<file path="config.mk">
export PLATFORM = sky130hd
export DESIGN_NAME = env_sweeper
export DESIGN_NICKNAME = d
export VERILOG_FILES = /design/src/rtl/env_sweeper.sv
export SDC_FILE = /design/constraint.sdc
export NUM_CORES = 1
export LEC_CHECK = 0
export ABC_CLOCK_PERIOD_IN_PS = 3810
export CORE_AREA = 4 4 70 88
export CTS_CLUSTER_SIZE = 25
export DETAILED_ROUTE_END_ITERATION = 8
export DIE_AREA = 0 0 74 92
export GPL_TIMING_DRIVEN = 0
export PLACE_DENSITY = 0.77
export REMOVE_ABC_BUFFERS = 1
export SYNTH_ARGS = -nofsm -noshare
export SYNTH_HDL_FRONTEND = slang
export SYNTH_SLANG_ARGS = --single-unit
</file>
<file path="constraint.sdc">
create_clock -name Clk -period 3.81 [get_ports Clk]
set_input_delay 0.762 -clock Clk [delete_from_list [all_inputs] [get_ports Clk]]
set_output_delay 0.762 -clock Clk [all_outputs]
set_load 0.01 [all_outputs]
</file>
<file path="src/rtl/env_sweeper.sv">
// env_sweeper: raster location generator. Walks (x,y) across a PIXELS_X by
// PIXELS_Y frame in row-major order and presents each location, with its
// linear address, on a valid/ready handshake. Optionally loops frames forever.
// ADDR_bits must be wide enough to hold PIXELS_X*PIXELS_Y-1; the address is
// a running count and is never recomputed from x and y.
module env_sweeper #(
    parameter int X_bits     = 10,
    parameter int Y_bits     = 9,
    parameter int PIXELS_X   = 640,
    parameter int PIXELS_Y   = 480,
    parameter int ADDR_bits  = X_bits + Y_bits,
    parameter bit CONTINUOUS = 1'b0
) (
    input  logic                 Clk,
    input  logic                 Reset,
    input  logic                 start,
    input  logic                 halt,
    input  logic                 out_ready,
    output logic                 out_valid,
    output logic [X_bits-1:0]    out_x,
    output logic [Y_bits-1:0]    out_y,
    output logic [ADDR_bits-1:0] out_addr,
    output logic                 out_first,
    output logic                 out_last,
    output logic                 busy,
    output logic                 frame_done,
    output logic [7:0]           frame_count
);

    typedef enum logic [1:0] {IDLE, SWEEP, DONE} sweepState;

    typedef struct packed {
        logic [Y_bits-1:0]    y;
        logic [X_bits-1:0]    x;
        logic [ADDR_bits-1:0] addr;
    } sweepLoc;

    localparam logic [X_bits-1:0] X_MAX = X_bits'(PIXELS_X - 1);
    localparam logic [Y_bits-1:0] Y_MAX = Y_bits'(PIXELS_Y - 1);

    sweepState state, stateNext;
    sweepLoc   loc;
    logic [7:0] frameCnt;
    logic       xfer;
    logic       atLineEnd;
    logic       atLast;
    logic       lastXfer;

    // handshake and position decode, all from registered state
    assign xfer      = (state == SWEEP) && out_ready;
    assign atLineEnd = (loc.x == X_MAX);
    assign atLast    = atLineEnd && (loc.y == Y_MAX);
    assign lastXfer  = xfer && atLast && !halt;

    // state register
    always_ff @(posedge Clk or posedge Reset) begin
        if (Reset) state <= IDLE;
        else       state <= stateNext;
    end

    // next-state: halt beats everything, DONE lasts exactly one cycle
    always_comb begin
        stateNext = state;
        if (halt) begin
            stateNext = IDLE;
        end else begin
            case (state)
                IDLE:    if (start) stateNext = SWEEP;
                SWEEP:   if (xfer && atLast) stateNext = DONE;
                DONE:    stateNext = CONTINUOUS ? SWEEP : IDLE;
                default: stateNext = IDLE;
            endcase
        end
    end

    // location walker; held at zero outside SWEEP so every sweep starts at (0,0)
    always_ff @(posedge Clk or posedge Reset) begin
        if (Reset) begin
            loc <= '0;
        end else if (halt || state != SWEEP) begin
            loc <= '0;
        end else if (xfer) begin
            if (atLast) begin
                loc <= '0;
            end else if (atLineEnd) begin
                loc.x    <= '0;
                loc.y    <= loc.y + Y_bits'(1);
                loc.addr <= loc.addr + ADDR_bits'(1);
            end else begin
                loc.x    <= loc.x + X_bits'(1);
                loc.addr <= loc.addr + ADDR_bits'(1);
            end
        end
    end

    // completed-frame counter, bumped on the edge that enters DONE
    always_ff @(posedge Clk or posedge Reset) begin
        if (Reset)         frameCnt <= 8'd0;
        else if (lastXfer) frameCnt <= frameCnt + 8'd1;
    end

    assign out_valid   = (state == SWEEP);
    assign out_x       = loc.x;
    assign out_y       = loc.y;
    assign out_addr    = loc.addr;
    assign out_first   = out_valid && (loc.x == '0) && (loc.y == '0);
    assign out_last    = out_valid && atLast;
    assign busy        = (state != IDLE);
    assign frame_done  = (state == DONE);
    assign frame_count = frameCnt;

endmodule
</file>
After elaboration in Yosys (flattened, before gate mapping)
Index checks and enable logic that the tools add are counted.
- bits in registers: 48
- output and inout bits: 51
- logic and storage cells: 42
- add/subtract/negate cells: 4
- eq/ne operators: 7
- mux-type cells: 9
- reduce and logical (&&, ||, !) cells: 17
- operator list (kind ; number):
    2-to-1 mux 38 bit ; 3
    2-to-1 mux 29 bit ; 1
    adder 19 x 1 -> 19 bit (second input constant) ; 1
    adder 10 x 1 -> 10 bit (second input constant) ; 1
    equality test 10 bit (second input constant) ; 1
    zero test 10 bit ; 1
    adder 9 x 1 -> 9 bit (second input constant) ; 1
    equality test 9 bit (second input constant) ; 1
    zero test 9 bit ; 1
    2-to-1 mux 9 bit ; 1
    adder 8 x 1 -> 8 bit (second input constant) ; 1
    logical AND 1 bit ; 7
    2-to-1 mux 2 bit ; 3
    one-hot mux 2 bit (2 select lines) ; 1
    AND reduction 2 bit ; 2
    nonzero test 2 bit ; 2
    inequality test 3 x 2 -> 1 bit (second input constant) ; 1
    inequality test 3 bit (second input constant) ; 1
    nonzero test 3 bit ; 1
    equality test 2 x 1 -> 1 bit (second input constant) ; 1
    equality test 2 bit (second input constant) ; 1
    zero test 2 bit ; 1
    inequality test 2 x 1 -> 1 bit (second input constant) ; 1
    zero test 1 bit ; 1
    logical OR 1 bit ; 1

Longest topological paths before layout
- word-level depth: 6
- mapped depth: 8
- depth with buffers taken out: 6

Worst setup path after synthesis
Ideal clock, no wire load.
- kind: register to output
- start: register loc (netlist bit out_x[0])
- end: output out_first
- data arrival time: 1.517 ns
- slack: 1.531 ns
- stages on the path, launching flop included: 7
- path buffers: 0
- path through: dfrtp_1 > inv_1 > ha_1 > nor4b_1 > and3_1 > nand3_1 > nor4b_1
- cells in the longest elaborated chain, start to end: 3
- RTL lines (element ; RTL line ; RTL):
    start, declared ; 42 ; sweepLoc loc;
    zero test 10 bit ; 106 ; assign out_first = out_valid && (loc.x == '0) && (loc.y == '0);
    logical AND 1 bit (2 in a row) ; 106 ;
    end, declared ; 23 ; output logic out_first,
No other way between the ends.

Final worst setup path
- start: register loc (netlist bit out_y[0])
- end: output out_last
- cells in the longest elaborated chain, start to end: 3
- RTL lines (element ; RTL line ; RTL):
    equality test 9 bit ; 52 ; assign atLast = atLineEnd && (loc.y == Y_MAX);
    logical AND 1 bit ; 52 ;
    logical AND 1 bit ; 107 ; assign out_last = out_valid && atLast;
    end, declared ; 24 ; output logic out_last,
No other way between the ends.

==> results.toml <==
[outcome]
outcome = "complete, no violations"

[sta]
tns_ns = 0
drv_slew = 0
fin_crit_ns = 3.24
maxSlewHeadroom_pct = 46.2
setup_viol = 0
max_freq_ghz = 0.309
finClkSkew_ns = 0.00735
worstMarginPinSlew_ns = 0.805
finalHoldViolCount = 0
fin_crit_sh_pct = 85.0
rsz0062_at_grt = "false"

[global_routing]
grt_util_met2_pct = 30.4
grt_max_degree = 37
gr-usage-met1_pct = 25.1
antenna_found_initial = 0
met3_usage_pct = 4.17
grt_pass1_vias = 2155
grt.busiest_layer = "met2"
grt_pass1_wl_um = 10200
grt-ovfl-total = 0
grtUsageTotal_pct = 19.1

[critical_path]
critical_path_class = "reg -> out"
r2r-start = "out_y[0]"
r2r-end = "out_y[7]"
path_max_fanout = 7
worst-endpoint-required_ns = 3.05
crit_path_end_kind = "output port"
cp-start-kind = "register"
cp_data_arrival_time_ns = 2.48
regToRegSetupSlack_ns = 1.65
rr_worst_depth = 6

[synthesis]
ys_seq_area_share_pct = 45.9
synthXorXnorAreaFrac_pct = 10.4
yosys.area_share.simple_pct = 30.5
netlist_instances = 265
synthMuxAreaShare_pct = 0.861
avgSynthCellArea_um2 = 9.87
synth_fa_ha_area_share_pct = 2.87
synth_cell_types = 52
synth_top_area_cell = "dfrtp_1"
syn_area_mm2 = 0.00262
ys_ff_latch = 48
synth_edf_count = 0
ys_dominant_reg_cell = "dfrtp_1"
synthArstFlopShare_pct = 100
synth_top_family_by_area = "simple AND/OR/NAND/NOR gates"
yosysTopAreaCellShare_pct = 45.9
ys_top_cells_by_area = "dfrtp_1, xor2_1, nor2_1"
synth_compound_area_share_pct = 6.46
synth_warnings = 0

[cts]
cts_made_buffers = 5
cts_setup_buffers = 0
root_buffer = "clkbuf_8"
clock-sinks = 48
htreeDepth = 2
path_clk_slew_ns = 0.09
cts_hold_buffers = 0
cts.path.max_buffers = 2
postCtsResizedCells = 0
cts_tree = "built"
clkLatencyLatePin_ns = 0.30

[placement]
port_buffers = 55
hpwl_um = 4530
place_congestion = 0.812
dp.cells = 379

[floorplanning]
die_area_mm2 = 0.00681
ios = 56
core_mm2 = 0.00537
die_h_um = 92
rows = 30
die_w_um = 74
start_util_pct = 48.7

[cells_and_area]
fin_cells = 387
area_growth_pct = 27.5
final_cell_mix = "clkdlybuf4s50_1, dfrtp_1, nor2_1, nand2_1, nand3_1"
n_fill_cell = 462
drive_above_1_share_pct = 8.05
antenna_cells = 0
final_common_cell = "clkdlybuf4s50_1"
nets = 333

[hold_path]
hold_end = "frame_count[7]"
holdPathStages = 1
hold_path_class = "reg -> reg"
hold_start = "frame_count[7]"

[power]
clock_power_share_pct = 38.2
power_leakage_nw = 1.35
p_sw_share_pct = 23.3
cellPowerDensity_mw_per_mm2 = 288
peakVddDrop_mv = 0.164
switchingPower_mw = 0.224
p_int_mw = 0.737
p_seq_share_pct = 53.9
p_comb_share_pct = 7.9

[routing]
drtAntennaViolNets = 0
wl_per_cell_um = 15.6
wl_um = 6040
drc_errors = 0
drt_first_pass_iters = 4
vias = 2171
post_drt_via_cell_ratio = 5.61
dr.first_iter.drc_count = 139

[job]
cap_violations = 0
## worst max path at each step
stage	from	to	slack (ns)	cells after the start
floorplan	out_x[0]	out_first	1.53	6
global placement	out_y[0]	out_last	0.93	6
detailed placement	out_y[0]	out_last	0.93	6
CTS	out_y[0]	out_last	0.58	6
global route	out_y[0]	out_last	0.41	6
finish	out_y[0]	out_last	0.57	6
## layer usage
| layer | up-vias | share of wire [%] |
|---|---|---|
| met5 | - | 0 |
| met4 | 0 | 1.8 |
| met3 | 11 | 5.0 |
| met2 | 62 | 50 |
| met1 | 1050 | 43 |
| li1 | 1048 | - |
## Yosys cell counts (2+ instances only)
cell type and number:
a31oi_1 2, or3_1 3, nor3_1 6, and3_1 6, xor2_1 18, nand4_1 10
nor4_1 2, nor2_2 2, xnor2_1 13, o21ai_0 8, nand3_1 19, nand2b_1 4
nor2_1 32, inv_1 11, o21ai_1 3, and4_1 3, buf_2 3, ha_1 6
nor4_4 3, nor4b_1 3, dfrtp_1 48, a21oi_1 5, nand2_1 26
## cells by family after synthesis
kind of cell | Yosys count
flip-flops | 48
buffers and inverters | 17
AND/OR/NAND/NOR | 135
adder cells (fa/ha/maj) | 6
XOR/XNOR | 31
multiplexers | 2
AO/OA/AOI/OAI | 26
## worst max-delay path, stage by stage (launching register included)
cell and delay (ns):
dfrtp_1 0.47, ha_1 0.22, and4_1 0.29, and4_4 0.32
nand3_1 0.15, nor2_1 0.17, clkdlybuf4s50_1 0.56
## sequential cells by signal (all words and copies together) (netlist names)
name / cells
state: 2
out_x: 10
frame_count: 8
out_addr: 19
out_y: 9
## metrics by stage
step                hold WS (ns)  setup slack (ns)  util (%)  power, mW  instance area [um2]
detailed placement         0.467             0.934      60.2      0.604                 3230
CTS                        0.484             0.579      62.2      0.971                 3340
global placement           0.469             0.933      59.8      0.601                 3210
finish                     0.479             0.570      62.2      0.960                 3340
floorplan                  0.508              1.53         -      0.569                 2580
global route               0.502             0.409      62.2      0.994                 3340
## power groups by stage
stage | registers (mW) | clock network [mW] | logic (mW)
floorplan | 0.528 | 0 | 0.0411
global placement | 0.528 | 0 | 0.0730
detailed placement | 0.528 | 0 | 0.0766
CTS | 0.518 | 0.376 | 0.0767
global route | 0.519 | 0.391 | 0.0839
finish | 0.518 | 0.367 | 0.0757
## layout make-up
cell class | instances | area, um2 | share of cell area (%)
Inverter | 11 | 41.3 | 1.24
Clock buffer | 6 | 72.6 | 2.17
Sequential cell | 48 | 1200 | 36.0
Tap cell | 64 | 80.1 | 2.40
Multi-Input combinational cell | 200 | 1340 | 40.0
Timing Repair Buffer | 56 | 571 | 17.1
Clock inverter | 2 | 35.0 | 1.05
Power figures use the tool's default switching activity.
